`config.mk`:
```
export PLATFORM = sky130hd
export DESIGN_NAME = dcache_tag_ctrl
export DESIGN_NICKNAME = d
export VERILOG_FILES = /design/src/rtl/dcache_pkg.sv /design/src/rtl/dcache_tag_cmp.sv /design/src/rtl/dcache_tag_ctrl.sv
export SDC_FILE = /design/constraint.sdc
export NUM_CORES = 1
export LEC_CHECK = 0
export CAP_MARGIN = 0
export CORE_AREA = 2 2 113 71
export CTS_CLUSTER_DIAMETER = 120
export DETAILED_ROUTE_END_ITERATION = 12
export DIE_AREA = 0 0 115 73
export PLACE_DENSITY = 0.84
export SLEW_MARGIN = 25
export SYNTH_ARGS = -nofsm -noshare
export SYNTH_HDL_FRONTEND = slang
export SYNTH_SLANG_ARGS = --single-unit
```
`constraint.sdc`:
```
create_clock -name nGCLK -period 2.6 [get_ports nGCLK]
set_input_delay 0.39 -clock nGCLK [delete_from_list [all_inputs] [get_ports nGCLK]]
set_output_delay 0.39 -clock nGCLK [all_outputs]
set_load 0.01 [all_outputs]
```
`src/rtl/dcache_pkg.sv`:
```
// -----------------------------------------------------------------------------
// dcache_pkg
// Shared geometry, tag-field layout and FSM state encoding for the data-cache
// tag controller.
//
// Address layout: <page[31:PSL]> <index[LSH:5]> <word[4:2]> <byte[1:0]>
// Tag layout:     {V[TS-1], D[TS-2], page[TS-3:0]}
// -----------------------------------------------------------------------------
package dcache_pkg;

  localparam int NL    = 512;          // number of 32-byte cache lines
  localparam int LSS   = 9;            // line-select bits, log2(NL)
  localparam int LSH   = LSS + 4;      // high bit of the line index
  localparam int PSL   = LSH + 1;      // low bit of the page field
  localparam int TS    = 2 + (32 - PSL); // tag width
  localparam int PW    = TS - 2;       // page field width

  localparam int V_BIT   = TS - 1;
  localparam int D_BIT   = TS - 2;
  localparam int PAGE_HI = TS - 3;
  localparam int PAGE_LO = 0;

  localparam int BEATS = 8;            // words per line, one per memory beat

  typedef enum logic [2:0] {
    INIT   = 3'd0,
    IDLE   = 3'd1,
    EVICT  = 3'd2,
    FILL   = 3'd3,
    UPDATE = 3'd4
  } state_e;

  typedef logic [LSS-1:0] index_t;
  typedef logic [PW-1:0]  page_t;
  typedef logic [TS-1:0]  tag_t;

  function automatic tag_t make_tag(input logic v, input logic d, input page_t page);
    return {v, d, page};
  endfunction

endpackage

```
`src/rtl/dcache_tag_cmp.sv`:
```
// -----------------------------------------------------------------------------
// dcache_tag_cmp
// Combinational tag compare for one looked-up line.
//
// Ports:
//   i_tag          in  TS  tag word read from the tag RAM
//   i_page         in  PW  page field of the CPU address
//   o_hit          out 1   line valid and page matches
//   o_victim_dirty out 1   line valid and dirty (needs writeback on replace)
// -----------------------------------------------------------------------------
module dcache_tag_cmp
  import dcache_pkg::*;
(
  input  logic [TS-1:0] i_tag,
  input  logic [PW-1:0] i_page,
  output logic          o_hit,
  output logic          o_victim_dirty
);

  assign o_hit          = i_tag[V_BIT] & (i_tag[PAGE_HI:PAGE_LO] == i_page);
  assign o_victim_dirty = i_tag[V_BIT] & i_tag[D_BIT];

endmodule

```
`src/rtl/dcache_tag_ctrl.sv`:
```
// -----------------------------------------------------------------------------
// dcache_tag_ctrl
// Tag-memory controller for the data cache. Owns every tag-RAM select, flags
// hit/miss for the core, stalls the core on a miss while it runs the line
// fill burst (and, in write-back builds, the victim writeback burst), and
// clears the whole tag RAM after reset.
//
// Build option: define DCACHE_WRITEBACK_EN for a write-back cache (dirty bit
// maintained, dirty victims evicted). Undefined gives write-through: D is
// always written 0 and EVICT is never entered.
//
// Ports:
//   nGCLK       in  1    clock, posedge
//   nRESET      in  1    asynchronous active-low reset
//   cpu_req     in  1    CPU access valid
//   cpu_wr      in  1    access is a write
//   cpu_addr    in  32   CPU byte address
//   cpu_stall   out 1    hold the core
//   cpu_hit     out 1    lookup hit (IDLE only)
//   read_sel    out LSS  tag RAM read line (async read)
//   read_port   in  TS   tag RAM read data
//   write_sel   out LSS  tag RAM write line
//   write_port  out TS   tag RAM write data
//   wr_ena      out 1    tag RAM write enable, captured on next posedge
//   mem_req     out 1    external burst request
//   mem_wr      out 1    1 = writeback burst, 0 = fill burst
//   mem_addr    out 32   current beat address, word aligned
//   mem_ack     in  1    one beat accepted/returned
//   line_we     out 1    data RAM word write (fill beats)
//   line_word   out 3    word index within the line
//
// Outputs are decoded from the registered state and counters; the core-facing
// and beat-facing strobes react in the same cycle as their inputs.
// -----------------------------------------------------------------------------
module dcache_tag_ctrl
  import dcache_pkg::*;
(
  input  logic           nGCLK,
  input  logic           nRESET,
  input  logic           cpu_req,
  input  logic           cpu_wr,
  input  logic [31:0]    cpu_addr,
  output logic           cpu_stall,
  output logic           cpu_hit,
  output logic [LSS-1:0] read_sel,
  input  logic [TS-1:0]  read_port,
  output logic [LSS-1:0] write_sel,
  output logic [TS-1:0]  write_port,
  output logic           wr_ena,
  output logic           mem_req,
  output logic           mem_wr,
  output logic [31:0]    mem_addr,
  input  logic           mem_ack,
  output logic           line_we,
  output logic [2:0]     line_word
);

`ifdef DCACHE_WRITEBACK_EN
  localparam bit WB_EN = 1'b1;
`else
  localparam bit WB_EN = 1'b0;
`endif

  state_e     r_state;
  index_t     r_init_cnt;
  logic [2:0] r_beat;
  index_t     r_index;
  page_t      r_page;
  page_t      r_victim_page;
  logic       r_wr;

  index_t w_cpu_index;
  page_t  w_cpu_page;
  logic   w_tag_hit;
  logic   w_victim_dirty;
  logic   w_miss;
  logic   w_set_dirty;
  logic   w_last_ack;
  logic   w_unused_offset;

  assign w_cpu_index = cpu_addr[LSH:5];
  assign w_cpu_page  = cpu_addr[31:PSL];
  // Byte/word offset plays no part in the tag lookup.
  assign w_unused_offset = ^cpu_addr[4:0];

  dcache_tag_cmp u_cmp (
    .i_tag          (read_port),
    .i_page         (w_cpu_page),
    .o_hit          (w_tag_hit),
    .o_victim_dirty (w_victim_dirty)
  );

  assign read_sel  = w_cpu_index;
  assign line_word = r_beat;
  assign cpu_hit   = (r_state == IDLE) & cpu_req & w_tag_hit;
  assign w_miss    = (r_state == IDLE) & cpu_req & ~w_tag_hit;
  // First write to a clean line marks it dirty in the same cycle (write-back).
  assign w_set_dirty = WB_EN & cpu_hit & cpu_wr & ~read_port[D_BIT];
  assign w_last_ack  = mem_ack & (r_beat == 3'(BEATS - 1));

  // NOTE: every output gets a default before the case so no path leaves one
  // unassigned, which would otherwise infer a latch.
  always_comb begin
    cpu_stall  = 1'b1;
    wr_ena     = 1'b0;
    write_sel  = w_cpu_index;
    write_port = '0;
    mem_req    = 1'b0;
    mem_wr     = 1'b0;
    mem_addr   = '0;
    line_we    = 1'b0;
    unique case (r_state)
      INIT: begin
        // NOTE: the state register already sits in INIT while reset is held;
        // gating with nRESET keeps the clear-write off until reset releases.
        wr_ena    = nRESET;
        write_sel = r_init_cnt;
      end
      IDLE: begin
        cpu_stall = cpu_req & ~w_tag_hit;
        if (w_set_dirty) begin
          wr_ena     = 1'b1;
          write_port = make_tag(1'b1, 1'b1, w_cpu_page);
        end
      end
      EVICT: begin
        mem_req  = 1'b1;
        mem_wr   = 1'b1;
        mem_addr = {r_victim_page, r_index, r_beat, 2'b00};
      end
      FILL: begin
        mem_req  = 1'b1;
        mem_addr = {r_page, r_index, r_beat, 2'b00};
        line_we  = mem_ack;
      end
      UPDATE: begin
        wr_ena     = 1'b1;
        write_sel  = r_index;
        write_port = make_tag(1'b1, r_wr & WB_EN, r_page);
      end
      default: ;
    endcase
  end

  // NOTE: sequential state uses non-blocking assignments only, so every flop
  // samples the pre-edge values regardless of statement order.
  always_ff @(posedge nGCLK or negedge nRESET) begin
    if (!nRESET) begin
      r_state       <= INIT;
      r_init_cnt    <= '0;
      r_beat        <= '0;
      r_index       <= '0;
      r_page        <= '0;
      r_victim_page <= '0;
      r_wr          <= 1'b0;
    end else begin
      unique case (r_state)
        INIT: begin
          r_init_cnt <= r_init_cnt + LSS'(1);
          if (r_init_cnt == LSS'(NL - 1)) r_state <= IDLE;
        end
        IDLE: begin
          if (w_miss) begin
            // The request is held stable, but latching keeps the burst and
            // tag update correct even if the core drops cpu_req mid-miss.
            r_index       <= w_cpu_index;
            r_page        <= w_cpu_page;
            r_victim_page <= read_port[PAGE_HI:PAGE_LO];
            r_wr          <= cpu_wr;
            r_beat        <= '0;
            r_state       <= (WB_EN & w_victim_dirty) ? EVICT : FILL;
          end
        end
        EVICT: begin
          if (mem_ack) begin
            r_beat <= r_beat + 3'd1;   // wraps to 0 for the following fill
            if (w_last_ack) r_state <= FILL;
          end
        end
        FILL: begin
          if (mem_ack) begin
            r_beat <= r_beat + 3'd1;
            if (w_last_ack) r_state <= UPDATE;
          end
        end
        UPDATE:  r_state <= IDLE;
        default: r_state <= INIT;
      endcase
    end
  end

endmodule

```
After elaboration in Yosys (flattened, before gate mapping)
Index checks and enable logic that the tools add are counted.

storage, ports and cells
  bits of input ports = 57
  word-level logic and storage cells = 53
  register bits after elaboration = 60
  output and inout bits = 79

cells by class
  reductions and logical operators = 6
  equal/unequal tests = 14
  multiplexer cells = 18
  add/subtract/negate cells = 2
  bitwise operators = 7

operator list
  kind                                           count
  case mux 32 bit (2 select lines)               1
  2-to-1 mux 3 bit                               8
  2-to-1 mux 20 bit                              1
  == test 18 bit                                 1
  case mux 9 bit (2 select lines)                1
  case mux 3 bit (5 select lines)                1
  != test 2 bit, second input constant           6
  adder 9 x 1 -> 9 bit, second input constant    1
  == test 9 bit, second input constant           1
  AND 1 bit                                      6
  == test 3 x 2 -> 1 bit, second input constant  2
  == test 3 bit, second input constant           2
  case mux 3 bit (2 select lines)                1
  AND reduction 6 bit                            1
  2-to-1 mux 1 bit                               4
  adder 3 x 1 -> 3 bit, second input constant    1
  == test 3 x 1 -> 1 bit, second input constant  1
  logical NOT 3 bit                              1
  AND reduction 3 bit                            1
  != test 2 x 1 -> 1 bit, second input constant  1
  case mux 1 bit (2 select lines)                1
  AND reduction 2 bit                            1
  nonzero test 2 bit                             1
  OR reduction 2 bit                             1
  inverter 1 bit                                 1

Logic depth before layout (Yosys ltp)
  depth in word-level cells = 6
  gate-level depth with buffers = 8
  depth with buffers taken out = 8

Modules after synthesis
Synthesis repeated with hierarchy kept, for this count alone.

second synthesis, totals
  cells, all modules = 317
  area total of the unflattened synthesis = 3448.3 sq um

modules (own cells, without submodules)
  module           seq. area each (sq um)  area an instance (sq um)  instances  cells each
  dcache_tag_ctrl  1501.4                  3239.4                    1          292
  dcache_tag_cmp   0.0                     209.0                     1          25

Worst setup path before layout
No wires, ideal clock.

  kind = flip-flop to output port
  from = register r_state[0]
  to = output write_sel[0]
  data arrival time = 1.403 ns
  data required time = 2.210 ns
  path slack = 0.807 ns
  cell stages (with the launch flop) = 7
  path buffers = 3
  cell sequence = dfrtp_1 > buf_2 > nor2_1 > clkbuf_1 > clkbuf_1 > nor2_1 > a21oi_1

on the way
  longest elaborated chain between the ends = 2
  elaborated cells on any way between the ends = 3
  those cells by class = 1 x eq/ne; 1 x mux; 1 x reduce/logical

ends and longest elaborated chain
  element                                                    line                    source
  start: declaration                                         dcache_tag_ctrl.sv:64   state_e r_state;
  start signal: assignment                                   dcache_tag_ctrl.sv:171  r_state <= (WB_EN & w_victim_dirty) ? EVICT : FILL;
  == test 3 bit / logical NOT 3 bit (equally long branches)  dcache_tag_ctrl.sv:112  unique case (r_state)
  case mux 9 bit (2 select lines) (*)                        dcache_tag_ctrl.sv:112
  end: declaration                                           dcache_tag_ctrl.sv:47   output logic [LSS-1:0] write_sel,

Every way passes the cells marked *; elsewhere a longest branch is shown, timed or not.

Worst setup path after layout
  from = register r_state[0]
  to = output write_port[14]

on the way
  longest elaborated chain between the ends = 2

ends and longest elaborated chain
  element            line                    source
  == test 3 bit      dcache_tag_ctrl.sv:112
  2-to-1 mux 20 bit  --
  end: declaration   dcache_tag_ctrl.sv:48   output logic [TS-1:0] write_port,

No other way between the ends.

==> impl_results.md <==
* Ys Warns at 0
* Outcome: finished, final reports clean
* Reg-to-Reg Start: r_state[2]
* Post-route DRC at 0
* Post-synthesis xor/xnor area fraction at 0.0643
* Synthesized area per cell at 10.8 um^2
* Clock skew at between 3 and 4 ps
* MaxCap Viol Count at 0
* Congestion Overflow GR at 0
* Post-route setup TNS at 0 ps
* Worst-case vdd ir drop at between 300 and 400 uV
* Ys flop type: dfrtp_1
* Largest net degree at the start of global routing at a little over 60
* Arrival time at the worst endpoint at between 2000 and 2500 ps
* Io pins at between 100 and 150
* Distinct cells, synth at 32
* First-pass GRT wire length at 14000 um
* Initial antenna violation count at 0
* Die ar. at ~0.0084 mm^2
* Clock transition at path regs at 50 ps
* Worst slew margin at 0.490
* HP Class: in2async
* Number of flops mapped to enable cells by yosys at 0
* CTS Buf Count at 9
* Final hold viol count at 0
* Total Routing Usage GR at 0.216
* Worst EP required at roughly 2200 ps
* Synth Area in Simple Gates at 0.149
* #FFs+latches synth at 60
* Maximum clock path buffer count at 2
* Ant diodes at 0
* Detail Placement HPWL at between 6000 and 7000 um
* Routed met2 length at a little over 4000 um
* Share of cells above drive strength 1 at 0.193
* FF+latch area at around 0.0015 mm^2
* Vias/cell at 5.16
* Die height at roughly 73 um
* Most frequent cells in the layout: clkdlybuf4s50_1 (122), dfrtp_1 (60), mux2_2 (41)
* Root buffer cell: clkbuf_16
* Register area share after synthesis at 0.441
* Clk_lat worst skew at about 310 ps
* Crit Path Class: reg2out
* Final ANT Viol Nets at 0
* Pwr per Cell Area at around 430 mW/mm^2
* Met1 wire length at around 4200 um
* Multi-input logic area at roughly 0.0017 mm^2
* CP Launch Type: register
* CTS tree: done
* Post-Route WL at between 8000 and 9000 um
* Largest family of logic cells by synthesized area: multiplexers
* Vias in the first global route at 2768
* Synthesized cell area at 0.00341 mm^2
* Syn Inst Count at 314
* Placed insts at just over 500
* Core area at about 0.0075 mm^2
* Initial Util at 0.454
* Reg2Reg Depth at 6
* GP Congestion at 0.773
* Worst-Margin Slew at approximately 760 ps
* Dpl ws at -69.8 ps
* Crit path max fanout at 26
* Nets at ~490
* Leakage at 2.16 nW
* Mux cell area share after synthesis at 0.241
* Clk sink count at 60
* Count of final max-slew check failures at 0
* Area Growth Syn to Fin at 47.4%
* Initial DRT Pass Iterations at 4
* Post-synthesis adder-cell area fraction at 0.0147
* Flop2flop setup slack at ~430 ps
* Final std cells w/o fill at 530
* Commonest non-fill, non-tap cell in the layout: clkdlybuf4s50_1
* Via count at about 2700
* Final critical-path share of the clock period at 0.948
* Compound-Gate Fraction of Synth Area at 0.0331
* Setup WS post-layout at 136 ps
* Total power at around 2.2 mW
* RSZ-0062 raised after global routing: false
* Top routing layer in use: met4
* Maximum clock frequency at around 400 MHz
* Met3 WL at roughly 500 um
* # Post-CTS Setup Buffers at 0
* WL per Instance at 16.6 um
* Final setup fails at 0
* Die width at between 100 and 150 um
* Iter 0 DRT Violations at 130
* # H-tree levels at 3
* PortBufs at approximately 130
* Worst Setup SP: r_state[0]
* Asr flop ratio synth at 1.00
* Critical Path Sink Type: output port
* # rows at 25
* Min Tclk post-route at approximately 2500 ps
* R2r endpoint: r_victim_page[16]
* Fill cells at a little under 600
-- cell usage after synthesis, types with 2 or more instances --
library cell / instances / area share
xnor2_1: 23 / 0.059
buf_6: 2 / 0.0066
xor2_1: 2 / 0.0051
ha_1: 4 / 0.015
nand4_1: 6 / 0.011
nand3_1: 7 / 0.010
nand2_1: 11 / 0.012
and2_1: 13 / 0.024
buf_4: 13 / 0.029
clkbuf_1: 10 / 0.011
a21o_1: 2 / 0.0044
dfrtp_1: 60 / 0.44
o21ai_0: 4 / 0.0059
nor2_1: 36 / 0.040
mux2_2: 41 / 0.14
buf_2: 5 / 0.0073
mux2i_1: 27 / 0.079
a21oi_1: 10 / 0.015
and3_1: 20 / 0.037
mux2_4: 6 / 0.026
-- per-stage QoR --
| stage | hold slack [ps] | utilization | area (um^2) |
|---|---|---|---|
| after floorplan | 94.4 | - | 3410 |
| after global placement | 488 | 0.628 | 4720 |
| after detailed placement | 497 | 0.628 | 4720 |
| after CTS | 277 | 0.667 | 5010 |
| after global routing | 321 | 0.669 | 5020 |
| final | 245 | 0.669 | 5020 |
-- cells by family after synthesis --
| kind of cell | after synthesis |
|---|---|
| other | 1 |
| AND/OR/NAND/NOR | 99 |
| adder cells (fa/ha/maj) | 4 |
| multiplexers | 74 |
| buffers and inverters | 32 |
| XOR/XNOR | 25 |
| flip-flops | 60 |
| AO/OA/AOI/OAI | 19 |
-- power by group --
group | switching [mW] | internal [mW] | total (mW)
clock | 0.368 | 0.707 | 1.07
sequential | 0 | 0.936 | 0.936
combinational | 0.0702 | 0.102 | 0.172
total | 0.438 | 1.74 | 2.18
-- metal layers --
metal | track usage | up-vias
met5 | 0 | -
met4 | 0.0428 | 0
met3 | 0.0598 | 4
met2 | 0.350 | 78
met1 | 0.296 | 1347
li1 | - | 1307
-- registers in the layout, indices dropped and copies added, names as in the netlist --
name           cells
r_index            9
r_init_cnt         9
r_state            3
r_victim_page     18
r_page            18
line_word          3
-- repair_timing --
action                     in CTS  in global routing
gates cloned                    0                  0
pin swaps                       2                  3
hold buffers                    0                  0
setup endpoints to repair       2                 15
gates resized for setup         4                  3
-- cell type report --
type                       instances  share of cell area
multi-input combinational        224               0.349
sequential                        60               0.299
clock buffer                      12              0.0531
inverter                           1             0.00150
clock inverter                     2             0.00199
tap                               94              0.0234
timing repair buffer             137               0.272
-- critical path: stages, from the launching register on --
cell and delay [ps]:
dfrtp_1 510, nor2_2 200, buf_4 290, and3_1 210, clkdlybuf4s50_1 540
-- worst max-delay path by stage --
stage / end / slack [ps] / depth (start not counted)
2_1_floorplan: write_sel[0] / 810 / 6
3_3_place_gp: cpu_stall / -60 / 7
3_5_place_dp: cpu_stall / -70 / 7
4_1_cts: cpu_hit / 20 / 7
5_1_grt: write_sel[6] / 6 / 5
6_report: write_port[14] / 140 / 4
(Power assumes the default switching activity.)
